### config.mk
export PLATFORM = sky130hd
export DESIGN_NAME = hazard_ctrl_flat
export DESIGN_NICKNAME = d
export VERILOG_FILES = /design/src/rtl/hazard_ctrl_if.sv /design/src/rtl/hazard_ctrl.sv /design/src/flat_wrapper.sv
export SDC_FILE = /design/constraint.sdc
export NUM_CORES = 1
export LEC_CHECK = 0
export CAP_MARGIN = 20
export CORE_UTILIZATION = 25
export DETAILED_ROUTE_END_ITERATION = 8
export PLACE_DENSITY_LB_ADDON = 0.08
export REMOVE_ABC_BUFFERS = 1
export SETUP_SLACK_MARGIN = 0.5
export SLEW_MARGIN = 25
export SYNTH_ARGS = -nofsm -noshare
export SYNTH_HDL_FRONTEND = slang
export SYNTH_SLANG_ARGS = --single-unit
### constraint.sdc
create_clock -name CLK -period 2.5 [get_ports CLK]
set_input_delay 0.25 -clock CLK [delete_from_list [all_inputs] [get_ports CLK]]
set_output_delay 0.25 -clock CLK [all_outputs]
set_load 0.02 [all_outputs]
### src/rtl/hazard_ctrl_if.sv
// Signal bundle between the pipeline datapath and the hazard controller.
// master = datapath side (drives stage fields), slave = hazard controller.
interface hazard_ctrl_if #(
  parameter int CNT_W = 32
);
  logic             ihit;
  logic             dhit;
  logic             dREN_mem;
  logic             dWEN_mem;
  logic             mem2reg_ex;
  logic             RegWr_ex;
  logic [4:0]       wsel_ex;
  logic [4:0]       Rs_id;
  logic [4:0]       Rt_id;
  logic             rt_used_id;
  logic             redirect_ex;
  logic             halt_mem;
  logic             pc_en;
  logic             enable_ifid;
  logic             flush_ifid;
  logic             enable_idex;
  logic             flush_idex;
  logic             enable_exmem;
  logic             flush_exmem;
  logic             enable_memwb;
  logic             halted;
  logic [CNT_W-1:0] stall_cnt;
  logic [CNT_W-1:0] flush_cnt;

  modport master (
    output ihit, dhit, dREN_mem, dWEN_mem, mem2reg_ex, RegWr_ex, wsel_ex,
           Rs_id, Rt_id, rt_used_id, redirect_ex, halt_mem,
    input  pc_en, enable_ifid, flush_ifid, enable_idex, flush_idex,
           enable_exmem, flush_exmem, enable_memwb, halted, stall_cnt, flush_cnt
  );

  modport slave (
    input  ihit, dhit, dREN_mem, dWEN_mem, mem2reg_ex, RegWr_ex, wsel_ex,
           Rs_id, Rt_id, rt_used_id, redirect_ex, halt_mem,
    output pc_en, enable_ifid, flush_ifid, enable_idex, flush_idex,
           enable_exmem, flush_exmem, enable_memwb, halted, stall_cnt, flush_cnt
  );
endinterface

### src/rtl/hazard_ctrl.sv
// Pipeline hazard controller: stage enables/flushes, load-use bubble, halt latch
// and saturating stall/flush performance counters.
module hazard_ctrl #(
  parameter int CNT_W = 32
) (
  input  logic                CLK,
  input  logic                RST,
  hazard_ctrl_if.slave        bus,
  output logic [1:0]          state_o
);
  typedef enum logic [1:0] {
    RUN   = 2'd0,
    LDUSE = 2'd1,
    HALT  = 2'd2
  } state_e;

  state_e           state_q, state_d;
  logic [CNT_W-1:0] stall_cnt_q, stall_cnt_d;
  logic [CNT_W-1:0] flush_cnt_q, flush_cnt_d;

  logic memwait, ldhaz, redirect_taken, stall_inc;
  logic pc_en, en_ifid, fl_ifid, en_idex, fl_idex, en_exmem, fl_exmem, en_memwb;

  always_comb begin
    memwait = (bus.dREN_mem | bus.dWEN_mem) & ~bus.dhit;
    ldhaz   = bus.mem2reg_ex & bus.RegWr_ex & (bus.wsel_ex != 5'd0) &
              ((bus.wsel_ex == bus.Rs_id) |
               (bus.rt_used_id & (bus.wsel_ex == bus.Rt_id)));

    pc_en          = 1'b1;
    en_ifid        = 1'b1;
    fl_ifid        = 1'b0;
    en_idex        = 1'b1;
    fl_idex        = 1'b0;
    en_exmem       = 1'b1;
    fl_exmem       = 1'b0;
    en_memwb       = 1'b1;
    state_d        = state_q;
    redirect_taken = 1'b0;

    if (state_q == HALT || bus.halt_mem || memwait) begin
      // Full freeze; a halt in MEM must not be written back.
      pc_en    = 1'b0;
      en_ifid  = 1'b0;
      en_idex  = 1'b0;
      en_exmem = 1'b0;
      en_memwb = 1'b0;
      if (state_q != HALT && bus.halt_mem) state_d = HALT;
    end else if (bus.redirect_ex) begin
      // Squashing ID also squashes any pending load-use consumer.
      fl_ifid        = 1'b1;
      fl_idex        = 1'b1;
      state_d        = RUN;
      redirect_taken = 1'b1;
    end else if (ldhaz && state_q == RUN) begin
      pc_en   = 1'b0;
      en_ifid = 1'b0;
      fl_idex = 1'b1;
      state_d = LDUSE;
    end else if (state_q != RUN) begin
      state_d = RUN;
    end else if (!bus.ihit) begin
      pc_en   = 1'b0;
      fl_ifid = 1'b1;
    end

    stall_inc   = ~pc_en & (state_q != HALT) & ~bus.halt_mem;
    stall_cnt_d = (stall_inc && stall_cnt_q != '1) ? stall_cnt_q + 1'b1 : stall_cnt_q;
    flush_cnt_d = (redirect_taken && flush_cnt_q != '1) ? flush_cnt_q + 1'b1 : flush_cnt_q;
  end

  always_ff @(posedge CLK) begin
    if (RST) begin
      state_q     <= RUN;
      stall_cnt_q <= '0;
      flush_cnt_q <= '0;
    end else begin
      state_q     <= state_d;
      stall_cnt_q <= stall_cnt_d;
      flush_cnt_q <= flush_cnt_d;
    end
  end

  assign bus.pc_en        = pc_en;
  assign bus.enable_ifid  = en_ifid;
  assign bus.flush_ifid   = fl_ifid;
  assign bus.enable_idex  = en_idex;
  assign bus.flush_idex   = fl_idex;
  assign bus.enable_exmem = en_exmem;
  assign bus.flush_exmem  = fl_exmem;
  assign bus.enable_memwb = en_memwb;
  assign bus.halted       = (state_q == HALT);
  assign bus.stall_cnt    = stall_cnt_q;
  assign bus.flush_cnt    = flush_cnt_q;
  assign state_o          = state_q;
endmodule

### src/flat_wrapper.sv
// flat-port wrapper written by rule: the top's interface ports become plain ports
module hazard_ctrl_flat 
#(
  parameter int CNT_W = 32
)
  (CLK, RST, state_o, bus_ihit, bus_dhit, bus_dREN_mem, bus_dWEN_mem, bus_mem2reg_ex, bus_RegWr_ex, bus_wsel_ex, bus_Rs_id, bus_Rt_id, bus_rt_used_id, bus_redirect_ex, bus_halt_mem, bus_pc_en, bus_enable_ifid, bus_flush_ifid, bus_enable_idex, bus_flush_idex, bus_enable_exmem, bus_flush_exmem, bus_enable_memwb, bus_halted, bus_stall_cnt, bus_flush_cnt);
  hazard_ctrl_if #(.CNT_W(CNT_W)) bus_i ();
  input  logic CLK;
  input  logic RST;
  output logic [1:0] state_o;
  input wire logic [$bits(bus_i.ihit)-1:0] bus_ihit;
  input wire logic [$bits(bus_i.dhit)-1:0] bus_dhit;
  input wire logic [$bits(bus_i.dREN_mem)-1:0] bus_dREN_mem;
  input wire logic [$bits(bus_i.dWEN_mem)-1:0] bus_dWEN_mem;
  input wire logic [$bits(bus_i.mem2reg_ex)-1:0] bus_mem2reg_ex;
  input wire logic [$bits(bus_i.RegWr_ex)-1:0] bus_RegWr_ex;
  input wire logic [$bits(bus_i.wsel_ex)-1:0] bus_wsel_ex;
  input wire logic [$bits(bus_i.Rs_id)-1:0] bus_Rs_id;
  input wire logic [$bits(bus_i.Rt_id)-1:0] bus_Rt_id;
  input wire logic [$bits(bus_i.rt_used_id)-1:0] bus_rt_used_id;
  input wire logic [$bits(bus_i.redirect_ex)-1:0] bus_redirect_ex;
  input wire logic [$bits(bus_i.halt_mem)-1:0] bus_halt_mem;
  output wire logic [$bits(bus_i.pc_en)-1:0] bus_pc_en;
  output wire logic [$bits(bus_i.enable_ifid)-1:0] bus_enable_ifid;
  output wire logic [$bits(bus_i.flush_ifid)-1:0] bus_flush_ifid;
  output wire logic [$bits(bus_i.enable_idex)-1:0] bus_enable_idex;
  output wire logic [$bits(bus_i.flush_idex)-1:0] bus_flush_idex;
  output wire logic [$bits(bus_i.enable_exmem)-1:0] bus_enable_exmem;
  output wire logic [$bits(bus_i.flush_exmem)-1:0] bus_flush_exmem;
  output wire logic [$bits(bus_i.enable_memwb)-1:0] bus_enable_memwb;
  output wire logic [$bits(bus_i.halted)-1:0] bus_halted;
  output wire logic [$bits(bus_i.stall_cnt)-1:0] bus_stall_cnt;
  output wire logic [$bits(bus_i.flush_cnt)-1:0] bus_flush_cnt;
  assign bus_i.ihit = bus_ihit;
  assign bus_i.dhit = bus_dhit;
  assign bus_i.dREN_mem = bus_dREN_mem;
  assign bus_i.dWEN_mem = bus_dWEN_mem;
  assign bus_i.mem2reg_ex = bus_mem2reg_ex;
  assign bus_i.RegWr_ex = bus_RegWr_ex;
  assign bus_i.wsel_ex = bus_wsel_ex;
  assign bus_i.Rs_id = bus_Rs_id;
  assign bus_i.Rt_id = bus_Rt_id;
  assign bus_i.rt_used_id = bus_rt_used_id;
  assign bus_i.redirect_ex = bus_redirect_ex;
  assign bus_i.halt_mem = bus_halt_mem;
  assign bus_pc_en = bus_i.pc_en;
  assign bus_enable_ifid = bus_i.enable_ifid;
  assign bus_flush_ifid = bus_i.flush_ifid;
  assign bus_enable_idex = bus_i.enable_idex;
  assign bus_flush_idex = bus_i.flush_idex;
  assign bus_enable_exmem = bus_i.enable_exmem;
  assign bus_flush_exmem = bus_i.flush_exmem;
  assign bus_enable_memwb = bus_i.enable_memwb;
  assign bus_halted = bus_i.halted;
  assign bus_stall_cnt = bus_i.stall_cnt;
  assign bus_flush_cnt = bus_i.flush_cnt;
  hazard_ctrl #(.CNT_W(CNT_W)) u_core (.CLK(CLK), .RST(RST), .bus(bus_i), .state_o(state_o));
endmodule
After elaboration in Yosys (flattened, before gate mapping):

Index checks and enable logic that the tools add are counted.

* input port bits: 26
* flip-flop bits (word level): 66
* output and inout port bits: 75
* logic and storage cells: 59

* reduce and logical (&&, ||, !) cells: 11
* eq/ne operators: 7
* mux-type cells: 24
* bitwise operators: 12
* $add $sub $neg: 2

Operators by type and width (count)
* adder 32 x 1 -> 32 bit, second input constant: 2
* != test 32 bit, second input constant: 2
* 2-to-1 mux 1 bit: 19
* == test 5 bit: 2
* 2-to-1 mux 2 bit: 5
* AND 1 bit: 7
* nonzero test 5 bit: 1
* logical AND 1 bit: 4
* != test 2 bit, second input constant: 2
* nonzero test 4 bit: 1
* NOT 1 bit: 3
* == test 2 bit, second input constant: 1
* zero test 2 bit: 1
* logical OR 1 bit: 2
* bitwise OR 1 bit: 2
* AND reduction 2 bit: 1
* nonzero test 2 bit: 1

Depth between registers and ports, before layout:

* word-level depth: 12
* depth in mapped cells: 9
* mapped depth without buffers: 7

Worst setup path after synthesis:

OpenSTA, ideal clock, no wires.

* kind: register to register
* start: register u_core.state_q[0] (netlist: u_core.state_o[0])
* end: register u_core.stall_cnt_q[19] (netlist: u_core.bus.stall_cnt[19])
* clock period less this slack: 2.304 ns
* path buffers: 1
* library setup time: 0.121 ns
* data required time: 2.379 ns
* arrival time: 2.183 ns
* cell stages (with the launch flop): 8
* path slack: 0.196 ns
* cells stage by stage: dfxtp_1 > or2b_2 > inv_2 > or4_1 > o21a_2 > buf_6 > nor4_1 > mux2_2

* elaborated cells between the ends (all ways): 15
* those cells by class: eq/ne: 2; mux: 4; bitwise: 3; reduce/logical: 6

RTL lines
* start, declared: line hazard_ctrl.sv:17 `state_e state_q, state_d;`
* start signal, assigned: line hazard_ctrl.sv:78 `state_q <= state_d;`
* == test 2 bit
* net bus_halted: line flat_wrapper.sv:31 `output wire logic [$bits(bus_i.halted)-1:0] bus_halted;`
* logical OR 1 bit (2 in series): line hazard_ctrl.sv:41 `if (state_q == HALT || bus.halt_mem || memwait) begin`
* 2-to-1 mux 1 bit: line hazard_ctrl.sv:41
* NOT 1 bit: line hazard_ctrl.sv:67 `stall_inc = ~pc_en & (state_q != HALT) & ~bus.halt_mem;`
* AND 1 bit (2 in series): line hazard_ctrl.sv:67
* logical AND 1 bit: line hazard_ctrl.sv:68 `stall_cnt_d = (stall_inc && stall_cnt_q != '1) ? stall_cnt_q + 1'b1 : stall_cnt_q;`
* end signal, assigned: line hazard_ctrl.sv:79 `stall_cnt_q <= stall_cnt_d;`
* end, declared: line hazard_ctrl.sv:18 `logic [CNT_W-1:0] stall_cnt_q, stall_cnt_d;`

The timed path passes the listed nets, and every way through them passes these cells.
A chain may end at the register's enable or synchronous reset.

Worst setup path in the final report:

* start: register u_core.state_q[1] (netlist: u_core.state_o[1])
* end: register u_core.stall_cnt_q[30] (netlist: u_core.bus.stall_cnt[30])

* cells in the longest elaborated chain, start to end: 9
* elaborated cells between the ends (all ways): 15
* those cells by class: eq/ne: 2; mux: 4; bitwise: 3; reduce/logical: 6

RTL lines
* nonzero test 2 bit / zero test 2 bit (equally long branches): line hazard_ctrl.sv:60, hazard_ctrl.sv:55
* 2-to-1 mux 1 bit / logical AND 1 bit (equally long branches): line hazard_ctrl.sv:60, hazard_ctrl.sv:55
* 2-to-1 mux 1 bit: line hazard_ctrl.sv:55 `end else if (ldhaz && state_q == RUN) begin`
* 2-to-1 mux 1 bit: line hazard_ctrl.sv:49 `end else if (bus.redirect_ex) begin`
* 2-to-1 mux 1 bit: line hazard_ctrl.sv:41
* NOT 1 bit: line hazard_ctrl.sv:67
* AND 1 bit (*) (2 in series): line hazard_ctrl.sv:67
* logical AND 1 bit (*): line hazard_ctrl.sv:68

Mark *: on every way between the ends. The rest lies on a longest branch, timed or not.

==> summary.md <==
| Metric | Value |
|---|---|
| Run status | completed |
| Cells along the critical path | nor2_4 -> o2111ai_4 -> or4_4 -> o21a_4 -> buf_6 -> or4_4 -> a21oi_2 |
| Min-Delay Path Class | in -> reg |
| Area of the multi-input gates | 2442 um2 |
| Fmax achieved | 0.4568 GHz |
| DR WL/cell | 15.00 um |
| Post-synthesis async set-or-reset flop share | 0 |
| Synth Flop Type | dfxtp_1 |
| Warnings from Yosys | 0 |
| Final worst path period share | 0.8757 |
| Max-cap viol count | 0 |
| Final net count | 618 |
| # rows | 43 |
| Final Worst Setup Slack | 0.3108 ns |
| CTS tree | done |
| Final WL | 11610 um |
| Pin count of the biggest net entering global routing | 74 |
| Worst vdd ir | 284.7 uV |
| Antenna Violating Nets Remaining | 0 |
| Port Buffer Count | 99 |
| Iteration-0 DRC Markers | 180 |
| H-tree Lvls | 3 |
| Final count of negative-setup-slack endpoints | 0 |
| Crit path largest cell delay | 0.51 ns |
| Synthesized area | 3621 um2 |
| Part of the Yosys area used for sequential elements | 0.3649 |
| Pwr/cell area | 438.0 nW/um2 |
| Drt first pass iters | 4 |
| CTS Root Cell | clkbuf_16 |
| Library cells used by synthesis | 48 |
| Pre-CTS WS | -0.2239 ns |
| Clock latency on the worst-skew pair | 0.33 ns |
| Syn Inst Count | 455 |
| Commonest non-fill, non-tap cell in the layout | clkdlybuf4s50_1 |
| Critical path's most frequent cell | or4_4 |
| Die Wd | 122.4 um |
| Synth area leaders | dfxtp_1 (36%), nand4_1 (5.0%), xor2_1 (4.8%), a21oi_1 (4.6%), o21ai_0 (4.4%) |
| Ant diodes | 0 |
| Filler cell count | 1453 |
| Max FO, Critical Path | 7 |
| Die area | 14970 um2 |
| First-pass GRT wire length | 18780 um |
| CP top delay family | simple AND/OR/NAND/NOR gates |
| GRT Overall Usage | 0.1607 |
| Fin. max-slew vios | 0 |
| Clk_skew | 0.005981 ns |
| Flop and latch count out of synthesis | 66 |
| Clock Sinks | 66 |
| CP Launch Type | flip-flop |
| WP data required | 2.76 ns |
| Core area | 13990 um2 |
| Hold Vio Cnt, Final | 0 |
| Syn-to-layout area delta | 60.78% |
| Routed vias/inst | 5.047 |
| CTS Hold Buffers Added | 0 |
| Clk pin slew, worst setup/hold paths | 0.05 ns |
| Storage cell area | 1368 um2 |
| CP bufs+invs | 1 |
| Overflow after GRT | 0 |
| Minimum clock period | 2.189 ns |
| CP Class | reg -> reg |
| Worst Setup End Kind | flip-flop |
| GP Congestion | 0.7680 |
| Layout cell share with drive strength beyond 1 | 0.2710 |
| Die H | 122.4 um |
| RSZ-0062 raised after global routing | true |
| Leak Pwr | 1.920 nW |
| # DRC | 0 |
| CTS Buffer Depth | 2 |
| Number of global-route vias before repair | 3681 |
| Commonest non-fill, non-tap cells in the layout | clkdlybuf4s50_1 (82), dfxtp_1 (41), buf_4 (40) |
| Overall Power | 0.002550 W |
| CTS buffer count | 9 |
| Crit path max-delay cell type | or4_4 |
| Syn_area_per_cell | 7.958 um2 |
| CP arrival | 2.45 ns |
| I/O pin total | 101 |
| Post-synth top area share | 0.3649 |
| Dominant cell type by area after synthesis | dfxtp_1 |
| Initial antenna violation count | 0 |
| Initial Util | 0.2589 |
| Total number of vias | 3906 |
| Dpl hpwl | 7683 um |
| Post-synth EDFFs | 0 |
[path summary, 6_finish.rpt]
| kind | depth (start not counted) | end | start | slack [ns] |
|---|---|---|---|---|
| setup reg to reg | 7 | u_core.bus.stall_cnt[30] | u_core.state_o[1] | 0.31 |
| hold reg to reg | 2 | u_core.bus.flush_cnt[12] | u_core.bus.flush_cnt[12] | 0.51 |
| hold / removal | 3 | u_core.bus.flush_cnt[10] | RST | 0.38 |
| setup / recovery | 7 | u_core.bus.stall_cnt[30] | u_core.state_o[1] | 0.31 |
[routing by layer]
metal | GRT usage | up-vias | routed length, um
li1 | - | 1949 | -
met1 | 0.2023 | 1869 | 5342
met2 | 0.2658 | 83 | 5679
met3 | 0.04786 | 5 | 506
met4 | 0.04116 | 0 | 83
met5 | 0 | - | 0
[logic make-up after synthesis]
family,synth area share
XOR/XNOR,0.07498
multiplexers,0.02453
AO/OA/AOI/OAI,0.1551
flip-flops,0.3649
buffers and inverters,0.04734
AND/OR/NAND/NOR,0.3252
adder cells (fa/ha/maj),0.006910
other,0.001036
[layout make-up]
cell class                 instances  area share
sequential                        66      0.2349
timing repair buffer             153      0.2504
multi-input combinational        350      0.4195
inverter                          10    0.006447
clock buffer                      14     0.04879
clock inverter                     1    0.001289
tap                              180     0.03868
[state kept, by name, indices dropped and copies added, names as in the netlist]
name	count
u_core.bus.stall_cnt	32
u_core.state_o	2
u_core.bus.flush_cnt	32
[worst min-delay path, delay by kind of cell]
family                 cells  cell delay [ns]
buffers and inverters      2             0.30
and+or+nand+nor            1             0.12
[through the flow]
stage / area (um2) / util / TNS, ns / hold slack, ns / std cells
after CTS: 5564 / 0.3978 / 0 / 0.3971 / 767
final: 5822 / 0.4162 / 0 / 0.3817 / 774
after global routing: 5822 / 0.4162 / 0 / 0.4118 / 774
after detailed placement: 4986 / 0.3564 / -3.794 / 0.4869 / 739
after global placement: 4986 / 0.3564 / -3.303 / 0.4815 / 739
after floorplan: 3487 / - / 0 / 0.3191 / 425
[cell usage after synthesis, drive strengths merged, types with 2 or more instances]
cell / n
ha: 2
nor2: 41
and3: 7
nand2: 21
xnor2: 11
inv: 10
and4: 6
xor2: 20
or3: 23
a21oi: 33
o211ai: 2
a21boi: 2
nor4: 17
clkbuf: 22
or2: 2
o31ai: 8
nor2b: 7
o21a: 4
and2: 7
o31a: 2
or4: 10
o21ai: 34
nor3: 14
nand3: 24
nand4: 29
buf: 8
o2111ai: 2
o21bai: 2
mux2: 7
o21ba: 3
dfxtp: 66
[power breakdown]
part / switching (W) / leakage [nW] / internal, W
clock network: 0.000462 / 0.141 / 0.000775
logic: 0.000129 / 1.23 / 0.000129
registers: 0.00000455 / 0.546 / 0.00105
[repair_timing]
item | in CTS | in global routing
pin swaps | 47 | 22
gates resized for setup | 82 | 70
setup buffers | 12 | 4
setup endpoints to repair | 56 | 67
cloned | 1 | 3
(Power assumes the default switching activity.)
